`src/rtl/seq_detect_ctrl_pkg.sv`:
```
`default_nettype none
// ============================================================================
//  Module   : seq_detect_ctrl_pkg
//  Brief    : Shared types and constants for the serial pattern detector
//             run controller: FSM state encoding, match flag values and
//             the power-on pattern.
//  Revision : 1.0 - initial release
// ============================================================================
package seq_detect_ctrl_pkg;

    // Run-controller states. The encoding is fixed so that software reading
    // a debug view of the state sees the same values across revisions.
    typedef enum logic [1:0] {
        IDLE = 2'b00,
        RUN  = 2'b01,
        DONE = 2'b10
    } state_e;

    // Matcher result flag values.
    localparam logic c_found    = 1'b1;
    localparam logic c_notfound = 1'b0;

    // Power-on pattern; the low PAT_W bits are used, so a 4-bit detector
    // wakes up looking for "1001".
    localparam logic [7:0] c_default_pattern = 8'b0000_1001;

    // Saturating increment helper for the match and bit counters. Callers
    // pass the counter zero-extended to 32 bits together with its maximum
    // value; the result is returned at the same 32-bit width.
    function automatic logic [31:0] sat_inc(input logic [31:0] value,
                                            input logic [31:0] max_value);
        if (value >= max_value) begin
            return max_value;
        end
        return value + 32'd1;
    endfunction

endpackage : seq_detect_ctrl_pkg
`default_nettype wire

```
`src/rtl/seq_detect_ctrl_matcher.sv`:
```
`default_nettype none
// ============================================================================
//  Module   : seq_pattern_matcher
//  Brief    : History shift register, fill counter and pattern compare for
//             the serial detector. hit_o is combinational and only valid on
//             a cycle where shift_en_i is high.
//  Revision : 1.0 - initial release
// ============================================================================
module seq_pattern_matcher
    import seq_detect_ctrl_pkg::*;
#(
    parameter int PAT_W = 4
) (
    input  logic             clk,
    input  logic             reset,        // asynchronous, active-low
    input  logic             clr_i,        // wipe history and fill
    input  logic             shift_en_i,   // a bit is accepted this cycle
    input  logic             bit_i,
    input  logic             overlap_i,
    input  logic [PAT_W-1:0] pattern_i,
    output logic             hit_o
);

    // Fill counts how many fresh bits are in the history, up to PAT_W.
    localparam int               FILL_W      = $clog2(PAT_W + 1);
    localparam logic [FILL_W-1:0] c_fill_full = FILL_W'(PAT_W);

    logic [PAT_W-1:0]  hist_q;
    logic [PAT_W-1:0]  hist_d;
    logic [FILL_W-1:0] fill_q;
    logic [FILL_W-1:0] fill_d;

    logic [PAT_W-1:0]  w_hist_shift;
    logic [FILL_W-1:0] w_fill_inc;
    logic              w_hit;

    // Post-shift history/fill and the match decision for the incoming bit.
    always_comb begin
        w_hist_shift = {hist_q[PAT_W-2:0], bit_i};
        if (fill_q == c_fill_full) begin
            w_fill_inc = c_fill_full;
        end else begin
            w_fill_inc = fill_q + FILL_W'(1);
        end
        if (shift_en_i && (w_fill_inc == c_fill_full) && (w_hist_shift == pattern_i)) begin
            w_hit = c_found;
        end else begin
            w_hit = c_notfound;
        end
    end

    assign hit_o = w_hit;

    // Next history/fill: clear wins; a non-overlapping match restarts the
    // fill so the following match needs PAT_W fresh bits.
    always_comb begin
        hist_d = hist_q;
        fill_d = fill_q;
        if (clr_i) begin
            hist_d = '0;
            fill_d = '0;
        end else if (shift_en_i) begin
            hist_d = w_hist_shift;
            if (w_hit && !overlap_i) begin
                fill_d = '0;
            end else begin
                fill_d = w_fill_inc;
            end
        end
    end

    // History and fill registers.
    always_ff @(posedge clk or negedge reset) begin
        if (!reset) begin
            hist_q <= '0;
            fill_q <= '0;
        end else begin
            hist_q <= hist_d;
            fill_q <= fill_d;
        end
    end

endmodule : seq_pattern_matcher
`default_nettype wire

```
`src/rtl/seq_detect_ctrl.sv`:
```
`default_nettype none
// ============================================================================
//  Module   : seq_detect_ctrl
//  Brief    : Run controller for a programmable serial pattern detector.
//             Holds the configuration, sequences IDLE/RUN/DONE, pulls bits
//             over a valid/ready handshake, counts matches and ends the run
//             on a match quota, a bit budget or an abort.
//  Revision : 1.0 - initial release
// ============================================================================
module seq_detect_ctrl
    import seq_detect_ctrl_pkg::*;
#(
    parameter int PAT_W = 4,
    parameter int CNT_W = 8,
    parameter int LEN_W = 8
) (
    input  logic             clk,
    input  logic             reset,            // asynchronous, active-low
    input  logic             cfg_we,
    input  logic [PAT_W-1:0] cfg_pattern,
    input  logic             cfg_overlap,
    input  logic [CNT_W-1:0] cfg_max_matches,
    input  logic [LEN_W-1:0] cfg_max_bits,
    input  logic             start,
    input  logic             abort,
    input  logic             in_valid,
    input  logic             in_bit,
    output logic             in_ready,
    output logic             match,
    output logic [CNT_W-1:0] match_count,
    output logic             busy,
    output logic             done,
    output logic             timeout
);

    localparam logic [PAT_W-1:0] c_pattern_rst = c_default_pattern[PAT_W-1:0];
    localparam logic [CNT_W-1:0] c_cnt_max     = '1;
    localparam logic [LEN_W-1:0] c_len_max     = '1;

    // Configuration registers.
    logic [PAT_W-1:0] pattern_q,     pattern_d;
    logic             overlap_q,     overlap_d;
    logic [CNT_W-1:0] max_matches_q, max_matches_d;
    logic [LEN_W-1:0] max_bits_q,    max_bits_d;

    // Run state.
    state_e           state_q,       state_d;
    logic [LEN_W-1:0] bit_cnt_q,     bit_cnt_d;
    logic [CNT_W-1:0] match_cnt_q,   match_cnt_d;
    logic             match_q,       match_d;
    logic             done_q,        done_d;
    logic             timeout_q,     timeout_d;

    logic             w_running;
    logic             w_ready;
    logic             w_accept;
    logic             w_start_go;
    logic             w_hit;
    logic [CNT_W-1:0] w_cnt_new;
    logic [LEN_W-1:0] w_bits_new;
    logic             w_quota;
    logic             w_budget;

    // Handshake and start qualification; abort blocks acceptance in the
    // same cycle it is asserted.
    always_comb begin
        w_running  = (state_q == RUN);
        w_ready    = w_running && !abort;
        w_accept   = w_ready && in_valid;
        w_start_go = start && !w_running;
    end

    seq_pattern_matcher #(
        .PAT_W      (PAT_W)
    ) u_matcher (
        .clk        (clk),
        .reset      (reset),
        .clr_i      (w_start_go),
        .shift_en_i (w_accept),
        .bit_i      (in_bit),
        .overlap_i  (overlap_q),
        .pattern_i  (pattern_q),
        .hit_o      (w_hit)
    );

    // Post-bit counter values and the two termination conditions; the
    // quota check is evaluated first so it wins on a shared final bit.
    always_comb begin
        w_bits_new = LEN_W'(sat_inc(32'(bit_cnt_q), 32'(c_len_max)));
        if (w_hit) begin
            w_cnt_new = CNT_W'(sat_inc(32'(match_cnt_q), 32'(c_cnt_max)));
        end else begin
            w_cnt_new = match_cnt_q;
        end
        w_quota  = w_accept && (max_matches_q != '0) && (w_cnt_new == max_matches_q);
        w_budget = w_accept && !w_quota && (max_bits_q != '0) && (w_bits_new == max_bits_q);
    end

    // Configuration writes are only taken while no run is in progress.
    always_comb begin
        pattern_d     = pattern_q;
        overlap_d     = overlap_q;
        max_matches_d = max_matches_q;
        max_bits_d    = max_bits_q;
        if (cfg_we && !w_running) begin
            pattern_d     = cfg_pattern;
            overlap_d     = cfg_overlap;
            max_matches_d = cfg_max_matches;
            max_bits_d    = cfg_max_bits;
        end
    end

    // FSM next state plus counter and status-flag updates.
    always_comb begin
        state_d     = state_q;
        bit_cnt_d   = bit_cnt_q;
        match_cnt_d = match_cnt_q;
        match_d     = c_notfound;
        done_d      = done_q;
        timeout_d   = timeout_q;
        case (state_q)
            IDLE, DONE: begin
                if (w_start_go) begin
                    state_d     = RUN;
                    bit_cnt_d   = '0;
                    match_cnt_d = '0;
                    done_d      = 1'b0;
                    timeout_d   = 1'b0;
                end
            end
            RUN: begin
                if (abort) begin
                    state_d   = IDLE;
                    done_d    = 1'b0;
                    timeout_d = 1'b0;
                end else if (w_accept) begin
                    bit_cnt_d   = w_bits_new;
                    match_cnt_d = w_cnt_new;
                    match_d     = w_hit;
                    if (w_quota) begin
                        state_d   = DONE;
                        done_d    = 1'b1;
                        timeout_d = 1'b0;
                    end else if (w_budget) begin
                        state_d   = DONE;
                        done_d    = 1'b1;
                        timeout_d = 1'b1;
                    end
                end
            end
            default: begin
                state_d = IDLE;
            end
        endcase
    end

    // Configuration registers, reset to the power-on pattern and no limits.
    always_ff @(posedge clk or negedge reset) begin
        if (!reset) begin
            pattern_q     <= c_pattern_rst;
            overlap_q     <= 1'b0;
            max_matches_q <= '0;
            max_bits_q    <= '0;
        end else begin
            pattern_q     <= pattern_d;
            overlap_q     <= overlap_d;
            max_matches_q <= max_matches_d;
            max_bits_q    <= max_bits_d;
        end
    end

    // State, counters and registered status outputs.
    always_ff @(posedge clk or negedge reset) begin
        if (!reset) begin
            state_q     <= IDLE;
            bit_cnt_q   <= '0;
            match_cnt_q <= '0;
            match_q     <= 1'b0;
            done_q      <= 1'b0;
            timeout_q   <= 1'b0;
        end else begin
            state_q     <= state_d;
            bit_cnt_q   <= bit_cnt_d;
            match_cnt_q <= match_cnt_d;
            match_q     <= match_d;
            done_q      <= done_d;
            timeout_q   <= timeout_d;
        end
    end

    assign in_ready    = w_ready;
    assign busy        = w_running;
    assign match       = match_q;
    assign match_count = match_cnt_q;
    assign done        = done_q;
    assign timeout     = timeout_q;

endmodule : seq_detect_ctrl
`default_nettype wire
```
`config.mk`:
```
export PLATFORM = sky130hd
export DESIGN_NAME = seq_detect_ctrl
export DESIGN_NICKNAME = d
export VERILOG_FILES = /design/src/rtl/seq_detect_ctrl_pkg.sv /design/src/rtl/seq_detect_ctrl_matcher.sv /design/src/rtl/seq_detect_ctrl.sv
export SDC_FILE = /design/constraint.sdc
export NUM_CORES = 1
export LEC_CHECK = 0
export ABC_AREA = 1
export CAP_MARGIN = 20
export CORE_MARGIN = 3
export CORE_UTILIZATION = 68
export DETAILED_ROUTE_END_ITERATION = 8
export DONT_BUFFER_PORTS = 1
export PLACE_DENSITY_LB_ADDON = 0.3
export SYNTH_ARGS = -nofsm -noshare
export SYNTH_HDL_FRONTEND = slang
export SYNTH_SLANG_ARGS = --single-unit
```
`constraint.sdc`:
```
create_clock -name clk -period 5.3 [get_ports clk]
set_input_delay 1.06 -clock clk [delete_from_list [all_inputs] [get_ports clk]]
set_output_delay 1.06 -clock clk [all_outputs]
set_load 0.005 [all_outputs]
```
---- Word level (Yosys, flattened, before mapping) ----
Index checks and enable logic that the tools add are counted.
cells by class
  add/subtract/negate cells ............... 3
  multipliers ............................. 0
  div/mod/pow operators ................... 0
  $lt $le $gt $ge ......................... 2
  eq/ne operators ......................... 12
  shift-type cells ........................ 0
  mux-type cells .......................... 41
  bitwise logic cells ..................... 0
  reductions and logical operators ........ 25
operators with widths
  kind                                                              number
  8-bit 2-to-1 mux                                                  10
  8-bit one-hot mux with 2 select lines                             2
  3-bit 2-to-1 mux                                                  6
  8-bit by 1-bit adder with 8-bit output (second input constant)    2
  8-bit == test                                                     2
  8-bit greater-or-equal comparator (second input constant)         2
  8-bit nonzero test                                                2
  1-bit 2-to-1 mux                                                  15
  1-bit logical AND                                                 12
  2-bit 2-to-1 mux                                                  5
  4-bit AND reduction                                               2
  3-bit == test (second input constant)                             2
  4-bit == test                                                     1
  1-bit zero test                                                   4
  2-bit by 1-bit != test with 1-bit output (second input constant)  2
  4-bit by 2-bit != test with 1-bit output (second input constant)  1
  1-bit one-hot mux with 2 select lines                             2
  2-bit one-hot mux with 2 select lines                             1
  2-bit nonzero test                                                2
  3-bit by 1-bit adder with 3-bit output (second input constant)    1
  3-bit by 2-bit != test with 1-bit output (second input constant)  1
  3-bit AND reduction                                               1
  2-bit by 1-bit == test with 1-bit output (second input constant)  1
  2-bit == test (second input constant)                             1
  3 further kinds                                                   3
storage, ports and cells
  flip-flop bits (word level) ............. 48
  bits in latches ......................... 0
  bits in writable memories ............... 0
  ROM bits ................................ 0
  output and inout port bits .............. 13
  memories kept ........................... 0

---- Depth between registers and ports, before layout ----
Gate-level depths: netlist of run 1.
  depth in word-level cells ............... 20
  mapped depth ............................ 18
  depth with buffers taken out ............ 18

---- Hierarchy ----
From an unflattened synthesis of run 1, not the netlist that was laid out.
unflattened totals
  cells, all modules ...................... 387
  area total of the unflattened synthesis .. 2792.7 µm²
by module, submodules not included
  module               times used  cells each  area an instance (µm²)  sequential area each (µm²)
  seq_detect_ctrl      1           328         2393.5                  1053.5
  seq_pattern_matcher  1           59          399.1                   150.1

---- Worst setup path after synthesis of run 1 ----
OpenSTA, ideal clock, no wires.
  path type ............................... input -> register
  start point ............................. input port abort
  end point ............................... register timeout_q (netlist: timeout)
  arrival time ............................ 2284 ps
  data required time ...................... 5183 ps
  path slack .............................. 2898 ps
  cell stages on the path ................. 16
  path buffers ............................ 0
  cell sequence ........................... inv_1 nand3_4 nor2_8 nand3_4 nor2_8 nand2_1 nand2_1 nor2_1 nor2_1 nand2_1 nor2_1 nand2_1 nand3_1 nand2_1 nand2_1 nand2_1
between the ends
  longest elaborated chain between the ends .. 15
  elaborated cells on any way between the ends .. 21
RTL lines
  what                                                       RTL line                       text
  start: declaration                                         seq_detect_ctrl.sv:25          input logic abort,
  1-bit zero test                                            seq_detect_ctrl.sv:68          w_ready = w_running && !abort;
  1-bit logical AND                                          seq_detect_ctrl.sv:68
  1-bit logical AND                                          seq_detect_ctrl.sv:69          w_accept = w_ready && in_valid;
  1-bit logical AND (2 in a row)                             seq_detect_ctrl_matcher.sv:45  if (shift_en_i && (w_fill_inc == c_fill_full) && (w_hist_shift == pattern_i)) begin
  1-bit 2-to-1 mux                                           seq_detect_ctrl_matcher.sv:45
  8-bit 2-to-1 mux                                           seq_detect_ctrl.sv:90          if (w_hit) begin
  8-bit == test                                              seq_detect_ctrl.sv:95          w_quota = w_accept && (max_matches_q != '0) && (w_cnt_new == max_matches_q);
  1-bit logical AND                                          seq_detect_ctrl.sv:95
  1-bit zero test                                            seq_detect_ctrl.sv:96          w_budget = w_accept && !w_quota && (max_bits_q != '0) && (w_bits_new == max_bits_q);
  1-bit logical AND (3 in a row)                             seq_detect_ctrl.sv:96
  4-bit by 2-bit != test with 1-bit output (no source line)  --
  4-bit AND reduction (no source line)                       --
  end signal: assignment                                     seq_detect_ctrl.sv:187         timeout_q <= timeout_d;
  end: declaration                                           seq_detect_ctrl.sv:52          logic timeout_q, timeout_d;
Several ways; a longest one is shown, not always the timed one. The select of a mux whose other input is x is not followed.
A chain may end at the register's enable or synchronous reset.

---- Final worst setup path of run 1 ----
  start point ............................. input port abort
  end point ............................... register done_q (netlist: done)
between the ends
  longest elaborated chain between the ends .. 15
  elaborated cells on any way between the ends .. 21
RTL lines
  what                                                       RTL line                       text
  1-bit zero test                                            seq_detect_ctrl.sv:68
  1-bit logical AND                                          seq_detect_ctrl.sv:68
  1-bit logical AND                                          seq_detect_ctrl.sv:69
  1-bit logical AND (2 in a row)                             seq_detect_ctrl_matcher.sv:45
  1-bit 2-to-1 mux                                           seq_detect_ctrl_matcher.sv:45
  8-bit 2-to-1 mux                                           seq_detect_ctrl.sv:90
  8-bit == test                                              seq_detect_ctrl.sv:95
  1-bit logical AND                                          seq_detect_ctrl.sv:95
  1-bit zero test                                            seq_detect_ctrl.sv:96
  1-bit logical AND (3 in a row)                             seq_detect_ctrl.sv:96
  4-bit by 2-bit != test with 1-bit output (no source line)  --
  4-bit AND reduction (no source line)                       --
  end signal: assignment                                     seq_detect_ctrl.sv:186         done_q <= done_d;
  end: declaration                                           seq_detect_ctrl.sv:51          logic done_q, done_d;
Several ways; a longest one is shown, not always the timed one. The select of a mux whose other input is x is not followed.

==> results.json, run 1 <==
{
  "synth_cell_types": 32,
  "vias": 2624,
  "final_util_pct": 75.49,
  "final.setup.worst_slack_ps": 2546,
  "synth_ff_type": "dfrtp_1",
  "drc": 0,
  "power_density_mw_per_mm2": 374.1,
  "synth_area_mm2": 0.002902,
  "die_h_um": 71.32,
  "maxCapViolCount": 0,
  "firstDrtPassIters": 5,
  "cts_root_buffer": "clkbuf_8",
  "layout-drive-gt1-share_pct": 11.17,
  "cts_buffers": 5,
  "cts_tree": "done",
  "clk_latency_ps": 300,
  "avgViaCountPerCell": 6.032,
  "place_area_mm2": 0.002933,
  "ir_worst_vdd_mv": 0.2540,
  "grt-ovfl-total": 0,
  "gp_congestion": 0.9220,
  "htree_levels": 2,
  "tightest_slew_ps": 420.2,
  "final_area_mm2": 0.003063,
  "syn_inst": 385,
  "yosysWarnings": 0,
  "synthTopCellsByArea": "dfrtp_1 40%, nand2_1 14%, inv_1 5.8%",
  "critPathArrivalTime_ps": 2940,
  "grt_max_degree": 49,
  "yosysTopAreaCell": "dfrtp_1",
  "status": "complete, no violations",
  "final_nets": 417,
  "rsz0062_at_grt": "no",
  "antenna-diode-count": 0,
  "seq_area_frac_synth_pct": 41.48,
  "die_x_um": 71.32,
  "path_clk_slew_ps": 90,
  "leakage_nw": 1.514,
  "synth-edff-count": 0,
  "dp_slack_ps": 2288,
  "slew_headroom_pct": 71.92,
  "finalCritPeriodShare_pct": 51.96,
  "min_path_type": "primary input to asynchronous set/reset pin",
  "fmax_mhz": 363.1,
  "routed_wl_um": 6680,
  "grt_pass1_vias": 2472,
  "fillers": 301,
  "pin_count": 41,
  "wire_per_inst_um": 15.36,
  "cts_hold_buffers": 0,
  "post-cts-setup-buffers": 0,
  "drt_iter0_drc": 242,
  "clock_skew_ps": 10.62,
  "synth.top_cell.area_share_pct": 39.67,
  "path_max_fanout": 21,
  "numPortBuffers": 0,
  "slew_violations": 0,
  "worstSetupPathType": "primary input to register",
  "dp_hpwl_um": 4952,
  "antenna_found_initial": 0,
  "synth_fp_nets": 417,
  "min_period_ps": 2754,
  "grt_pass1_wl_um": 10870,
  "core_area_mm2": 0.004058,
  "dieArea_mm2": 0.005087,
  "cp-start-kind": "primary input",
  "grt_use_total_pct": 26.64,
  "endpoint_kind": "register",
  "initial_core_util_pct": 71.51,
  "setup-violations-final": 0,
  "synth_seq_cells": 48,
  "area_delta_synth_final_pct": 5.563,
  "cts_resized": 0,
  "drtAntennaViolNets": 0,
  "finalSetupTns_ps": 0,
  "finalHoldViolations": 0,
  "synthArstFlopShare_pct": 100.0,
  "clockBufferDepth": 2,
  "clock_sinks": 48,
  "critPathRequiredTime_ps": 5490,
  "syn_area_per_cell_um2": 7.536,
  "rows": 23
}
-- Yosys cell counts, drive strengths merged, types with 3 or more instances --
master  instances
a21oi          15
buf             5
clkbuf          3
dfrtp          46
ha              4
inv            49
mux2           10
nand2         111
nand3          37
nand3b          3
nand4           7
nor2           42
nor4            5
o21ai          20
o22ai          10
xnor2           3
xor2            5
-- stage by stage --
| stage | power [mW] | cells | hold slack, ps |
|---|---|---|---|
| after global routing | 1.215 | 435 | 426.4 |
| after detailed placement | 0.8798 | 427 | 479.6 |
| after CTS | 1.132 | 434 | 440.7 |
| after global placement | 0.8586 | 427 | 472.7 |
| final | 1.146 | 435 | 440.6 |
| after floorplan | 0.7977 | 385 | 459.9 |
-- layer usage --
layer | up-vias | part of all wire (%) | GRT usage (%)
met5 | - | 0 | 0
met4 | 0 | 1.9 | 8.977
met3 | 18 | 7.2 | 6.031
met2 | 123 | 48 | 43.06
met1 | 1235 | 43 | 35.53
li1 | 1248 | - | -
-- worst max-delay path: stages --
cell     delay, ps
inv_1           70
nand3_4        100
nor2_8         240
inv_2          230
nor2_4         210
nand2_2        100
nand2_1         70
nand2_1        100
nand2_1         90
nand4_1         90
nor2_1         120
nand2_1        130
nand3_1        110
nand2_1         80
nand2_1         70
nand2_1         60
-- where the power goes --
part           leakage, nW  switching, mW  internal, mW
logic                0.853          0.215         0.141
registers            0.610         0.0820         0.452
clock network       0.0513          0.118         0.138
total                 1.51          0.414         0.731
-- path summary, 6_finish.rpt --
| kind | end | depth (start not counted) | slack (ps) | startpoint |
|---|---|---|---|---|
| worst max-delay path | done$_DFFE_PN0P_ | 16 | 2550 | abort |
| worst min-delay path | bit_cnt_q[6]$_DFFE_PN0P_ | 0 | 440 | reset |
| worst max register to register | done$_DFFE_PN0P_ | 16 | 2790 | u_matcher.fill_q[0]$_DFFE_PN0P_ |
| worst min register to register | pattern_q[0]$_DFFE_PN1P_ | 2 | 490 | pattern_q[0]$_DFFE_PN1P_ |
| max in group asynchronous | pattern_q[0]$_DFFE_PN1P_ | 0 | 4670 | reset |
| min in group clk | pattern_q[0]$_DFFE_PN1P_ | 2 | 490 | pattern_q[0]$_DFFE_PN1P_ |
-- flip-flops by register name (all words and copies together), names as in the netlist --
| register | flops |
|---|---|
| bit_cnt_q | 8 |
| done | 1 |
| match | 1 |
| match_count | 8 |
| max_bits_q | 8 |
| max_matches_q | 8 |
| overlap_q | 1 |
| pattern_q | 4 |
| state_q | 2 |
| timeout | 1 |
| u_matcher.fill_q | 3 |
| u_matcher.hist_q | 3 |
-- cell usage in the layout (no fill, tap or decap) --
| cell type | count |
|---|---|
| inv_2 | 4 |
| clkbuf_8 | 5 |
| xor2_1 | 5 |
| or2_2 | 2 |
| nand3_1 | 33 |
| nor3_1 | 2 |
| and3_1 | 1 |
| nand4_1 | 7 |
| nor2_4 | 1 |
| o21ai_2 | 2 |
| inv_1 | 45 |
| nor4_1 | 5 |
| ha_1 | 4 |
| nor2_8 | 2 |
| and2_4 | 1 |
| mux2_2 | 10 |
| nand2_2 | 6 |
| nand3_2 | 2 |
| buf_16 | 1 |
| dfstp_2 | 2 |
| nand2_1 | 105 |
| o22ai_1 | 10 |
| bufinv_16 | 1 |
| dfrtp_1 | 46 |
| nor2_2 | 2 |
| nand3b_1 | 3 |
| clkbuf_1 | 1 |
| o21ai_0 | 18 |
| nand3_4 | 2 |
| nor2_1 | 37 |
| a21oi_1 | 15 |
| o211ai_1 | 2 |
| xnor2_1 | 3 |
-- cell type report --
type / count / area [um^2] / area share, %
Inverter: 49 / 183.9 / 6.005
Clock buffer: 6 / 72.57 / 2.369
Sequential cell: 48 / 1204 / 39.30
Tap cell: 50 / 62.56 / 2.042
Timing Repair Buffer: 1 / 27.53 / 0.8987
Multi-Input combinational cell: 280 / 1483 / 48.41
Clock inverter: 1 / 30.03 / 0.9804
-- cells by family (layout without fill, tap and decap cells) --
group / Yosys count / after routing / synth area share, %
compound gates: 47 / 47 / 8.969
xor+xnor: 8 / 8 / 2.415
fa+ha+maj: 4 / 4 / 1.725
buf+inv: 57 / 57 / 7.416
flops: 48 / 48 / 41.48
mux: 10 / 10 / 3.881
simple gates: 211 / 211 / 34.11
Note: power is estimated with default switching activity, not from simulation.
==> run 2, diff against run 1 <==
--- a/config.mk
+++ b/config.mk
@@ -8,7 +8,7 @@
 export ABC_AREA = 1
 export CAP_MARGIN = 20
 export CORE_MARGIN = 3
-export CORE_UTILIZATION = 68
+export CORE_UTILIZATION = 63
 export DETAILED_ROUTE_END_ITERATION = 8
 export DONT_BUFFER_PORTS = 1
 export PLACE_DENSITY_LB_ADDON = 0.3
==> constraint.sdc (replaced) <==
create_clock -name clk -period 2.6 [get_ports clk]
set_input_delay 0.52 -clock clk [delete_from_list [all_inputs] [get_ports clk]]
set_output_delay 0.52 -clock clk [all_outputs]
set_load 0.005 [all_outputs]
==> results.json, run 2 (synthesis results as in run 1) <==
{
  "fillers": 355,
  "crit_buf_inv": 3,
  "layout_common_cells": "105 x nand2_1, 46 x dfrtp_1, 44 x inv_1",
  "wire_per_inst_um": 15.52,
  "critPathTopFamily": "simple AND/OR/NAND/NOR gates",
  "power_density_mw_per_mm2": 768.0,
  "finalCritPeriodShare_pct": 96.32,
  "die_x_um": 73.87,
  "path_clk_slew_ps": 100,
  "p_total_mw": 2.419,
  "grt_pass1_wl_um": 10900,
  "ir_worst_vdd_mv": 0.6093,
  "tightest_slew_ps": 516.4,
  "grt_use_total_pct": 26.07,
  "min_period_ps": 2504,
  "htree_levels": 2,
  "drt_iter0_drc": 398,
  "avgViaCountPerCell": 5.933,
  "cts_root_buffer": "clkbuf_8",
  "r2r_end": "timeout$_DFFE_PN0P_",
  "maxCapViolCount": 0,
  "multi_input_area_mm2": 0.001508,
  "routed_wl_um": 6906,
  "finalHoldViolations": 0,
  "numPortBuffers": 0,
  "reg2reg_from": "u_matcher.fill_q[0]$_DFFE_PN0P_",
  "cts_buffers": 5,
  "crit_chain": "inv_2, ha_4, o21ai_4, buf_4, nand3_4, nor2_8, clkbuf_2, nand2_1, nand3b_1, nand4_1, nor2_1, nand2_1, nand3_1, nand2_1, nand2_1, nand2_1",
  "drtAntennaViolNets": 0,
  "slew_headroom_pct": 65.21,
  "status": "complete, no violations",
  "slew_violations": 0,
  "antenna_found_initial": 0,
  "fmax_mhz": 399.3,
  "setup-violations-final": 0,
  "crit_path_start": "u_matcher.fill_q[0]$_DFFE_PN0P_",
  "layout_commonest_cell": "nand2_1",
  "initial_core_util_pct": 65.73,
  "vias": 2640,
  "grt_max_degree": 47,
  "cp-start-kind": "register",
  "clock_skew_ps": 9.186,
  "ff2ff_path_depth": 16,
  "leakage_nw": 1.554,
  "dieArea_mm2": 0.005456,
  "cp_slowest_cell": "dfrtp_1",
  "min_path_type": "primary input to asynchronous set/reset pin",
  "drc": 0,
  "clockBufferDepth": 2,
  "layout-drive-gt1-share_pct": 13.99,
  "pin_count": 41,
  "clk_latency_ps": 310,
  "grt_pass1_vias": 2324,
  "cpPeakStageDelay_ps": 410,
  "critPathRequiredTime_ps": 2800,
  "firstDrtPassIters": 6,
  "crit_cells": 16,
  "clock_sinks": 48,
  "gp_congestion": 0.8989,
  "area_delta_synth_final_pct": 8.538,
  "regArea_mm2": 0.001204,
  "rows": 24,
  "cts_tree": "done",
  "critPathArrivalTime_ps": 2700,
  "antenna-diode-count": 0,
  "core_area_mm2": 0.004414,
  "r2r_setup_slack_ps": 100,
  "grt-ovfl-total": 0,
  "final_nets": 424,
  "dp_hpwl_um": 4859,
  "die_h_um": 73.87,
  "crit_end": "timeout$_DFFE_PN0P_",
  "worstSetupPathType": "register to register",
  "final_util_pct": 71.34,
  "path_max_fanout": 6,
  "critPathMostFrequentCell": "nand2_1",
  "endpoint_kind": "register"
}
[run 2: worst min-delay path by stage]
stage                     start                          to  cells after the start
after global routing      reset    pattern_q[3]$_DFFE_PN1P_                      0
after CTS                 reset    pattern_q[0]$_DFFE_PN1P_                      0
after floorplan           reset    bit_cnt_q[0]$_DFFE_PN0P_                      0
after detailed placement  reset  match_count[4]$_DFFE_PN0P_                      0
final                     reset    pattern_q[0]$_DFFE_PN1P_                      0
after global placement    reset  match_count[3]$_DFFE_PN0P_                      0
[run 2: final cells by class]
cell class,instances,area share [%]
multi-input cells,280,47.87
flip-flops and latches,48,38.22
inverters,49,5.840
repair buffers,8,2.463
clock buffers,5,2.185
well taps,52,2.066
clock inverters,3,1.351
[run 2: report_power, final]
group          total [mW]  switching [mW]  internal, mW  leakage [nW]
clock network       0.552           0.267         0.285        0.0541
logic               0.780           0.471         0.309         0.890
registers            1.09           0.166         0.921         0.610
[run 2: metrics by stage]
| stage | setup TNS [ps] | instances | cell area, um^2 | hold slack (ps) | worst slack [ps] |
|---|---|---|---|---|---|
| 6_report | 0 | 445 | 3149 | 36.78 | 95.75 |
| 5_1_grt | -34.84 | 445 | 3149 | 19.45 | -34.84 |
| 3_3_place_gp | 0 | 432 | 2958 | 225.7 | 414.8 |
| 4_1_cts | 0 | 441 | 3097 | 34.38 | 180.9 |
| 2_1_floorplan | 0 | 385 | 2902 | 224.4 | 530.1 |
| 3_5_place_dp | 0 | 432 | 2958 | 225.7 | 239.1 |
[run 2: what timing repair did]
action,4_1_cts,5_1_grt
gates resized for setup,0,4
setup endpoints to repair,0,3
hold buffers,1,0
buffers inserted,0,4
hold endpoints to repair,46,0
[run 2: routing by layer]
layer  track usage, %  up-vias  part of all wire, %  wire length, um
met5                0        -                    0                0
met4            5.634        0                  1.3               91
met3            7.387       16                  9.9              687
met2            39.86      151                   47             3239
met1            36.85     1208                   42             2887
li1                 -     1265                    -                -
==> run 3, diff against run 2 <==
--- a/config.mk
+++ b/config.mk
@@ -8,7 +8,7 @@
 export ABC_AREA = 1
 export CAP_MARGIN = 20
 export CORE_MARGIN = 3
-export CORE_UTILIZATION = 63
+export CORE_UTILIZATION = 68
 export DETAILED_ROUTE_END_ITERATION = 8
 export DONT_BUFFER_PORTS = 1
 export PLACE_DENSITY_LB_ADDON = 0.3
==> constraint.sdc (replaced) <==
create_clock -name clk -period 3.12 [get_ports clk]
set_input_delay 0.624 -clock clk [delete_from_list [all_inputs] [get_ports clk]]
set_output_delay 0.624 -clock clk [all_outputs]
set_load 0.005 [all_outputs]
==> results.json, run 3 (synthesis results as in run 1) <==
{
  "status": "complete, no violations",
  "clock_sinks": 48,
  "slew_headroom_pct": 37.70,
  "maxUsedRoutingLayer": "met4",
  "met1_length_um": 2899,
  "drc": 0,
  "cp-start-kind": "register",
  "dp_hpwl_um": 5117,
  "dr_wl_met3_um": 520,
  "grt_use_total_pct": 27.18,
  "finalCritPeriodShare_pct": 79.00,
  "clock_skew_ps": 5.576,
  "fmax_mhz": 405.7,
  "crit_path_start": "u_matcher.fill_q[0]$_DFFE_PN0P_",
  "critPathArrivalTime_ps": 2660,
  "routed_wl_um": 6903,
  "htree_levels": 2,
  "finalSetupTns_ps": 0,
  "final_nets": 418,
  "cts_tree": "done",
  "firstDrtPassIters": 5,
  "grt_pass1_vias": 2423,
  "grt_max_degree": 49,
  "layout-drive-gt1-share_pct": 11.37,
  "worstSetupPathType": "register to register",
  "ff2ff_path_depth": 16,
  "cts_resized": 0,
  "clk_latency_ps": 300,
  "numPortBuffers": 0,
  "wl_met2_um": 3224,
  "final_util_pct": 75.05,
  "pin_count": 41,
  "reg2reg_from": "u_matcher.fill_q[0]$_DFFE_PN0P_",
  "path_max_fanout": 4,
  "drt_iter0_drc": 195,
  "die_x_um": 71.32,
  "layout_common_cells": "105 x nand2_1, 46 x dfrtp_1, 45 x inv_1",
  "r2r_end": "timeout$_DFFE_PN0P_",
  "critPathRequiredTime_ps": 3320,
  "dp.cells": 428,
  "power_density_mw_per_mm2": 619.8,
  "tightest_slew_ps": 932.2,
  "drtAntennaViolNets": 0,
  "maxCapViolCount": 0,
  "grt-ovfl-total": 0,
  "r2r_setup_slack_ps": 660,
  "clockBufferDepth": 2,
  "ir_worst_vdd_mv": 0.4053,
  "gp_congestion": 0.9157,
  "antenna-diode-count": 0,
  "layout_commonest_cell": "nand2_1",
  "stdcell_count": 437,
  "vias": 2645,
  "min_path_type": "primary input to asynchronous set/reset pin",
  "core_area_mm2": 0.004058,
  "cts_root_buffer": "clkbuf_8",
  "endpoint_kind": "register",
  "die_h_um": 71.32,
  "path_clk_slew_ps": 90,
  "initial_core_util_pct": 71.51,
  "rsz0062_at_grt": "no",
  "grt_pass1_wl_um": 11030,
  "cts_buffers": 5,
  "finalHoldViolations": 0,
  "min_period_ps": 2465,
  "post-cts-setup-buffers": 0,
  "area_delta_synth_final_pct": 4.959,
  "dieArea_mm2": 0.005087,
  "setup-violations-final": 0,
  "rows": 23,
  "wire_per_inst_um": 15.80,
  "avgViaCountPerCell": 6.053,
  "slew_violations": 0,
  "antenna_found_initial": 0,
  "leakage_nw": 1.506
}
run 3: how the worst max path moves through the flow:
| stage | to | cells past startpoint |
|---|---|---|
| floorplan | state_q[1]$_DFFE_PN0P_ | 17 |
| CTS | timeout$_DFFE_PN0P_ | 16 |
| global placement | timeout$_DFFE_PN0P_ | 16 |
| detailed placement | timeout$_DFFE_PN0P_ | 16 |
| finish | timeout$_DFFE_PN0P_ | 16 |
| global route | timeout$_DFFE_PN0P_ | 16 |
run 3: area by class of cell:
cell class / instances / area [um^2]
Multi-Input combinational cell: 280 / 1483
Sequential cell: 48 / 1204
Fill cell: 312 / 1012
Inverter: 49 / 183.9
Clock buffer: 7 / 76.32
Tap cell: 50 / 62.56
Timing Repair Buffer: 2 / 27.53
Clock inverter: 1 / 8.758
run 3: power by group:
part	internal [mW]	switching, mW
Sequential	0.767	0.137
Clock	0.160	0.206
Combinational	0.231	0.385
run 3: layer usage:
metal / GRT usage [%] / vias up
met3: 5.750 / 32
met5: 0 / -
met4: 10.23 / 0
li1: - / 1250
met2: 43.88 / 147
met1: 36.08 / 1216
run 3: through the flow:
| stage | worst slack [ps] | area (um^2) | power (mW) | hold slack, ps |
|---|---|---|---|---|
| final | 655.2 | 3045 | 1.887 | 11.17 |
| after global routing | 441.0 | 3045 | 2.005 | 0.1410 |
| after CTS | 676.5 | 3025 | 1.872 | 0.8423 |
| after floorplan | 1050 | 2902 | 1.355 | 328.4 |
| after detailed placement | 541.2 | 2940 | 1.507 | 329.7 |
| after global placement | 678.7 | 2940 | 1.462 | 329.7 |
run 3: repair_timing:
action                                 CTS  global route
endpoints found under the hold margin    0            38
hold buffers                             0             1
setup endpoints to repair                0             0
run 3: critical path, cell delays in order, from the launching register on:
cell     delay [ps]
dfrtp_1         390
inv_1           130
ha_1            270
o21ai_2         230
nand3_1         180
nor2_4          160
nand2_2         100
nand2_1          70
nand2_1          80
nand2_1          80
nand4_1          80
nor2_1          130
nand2_1         120
nand3_1         120
nand2_1          90
nand2_1          80
nand2_1          50
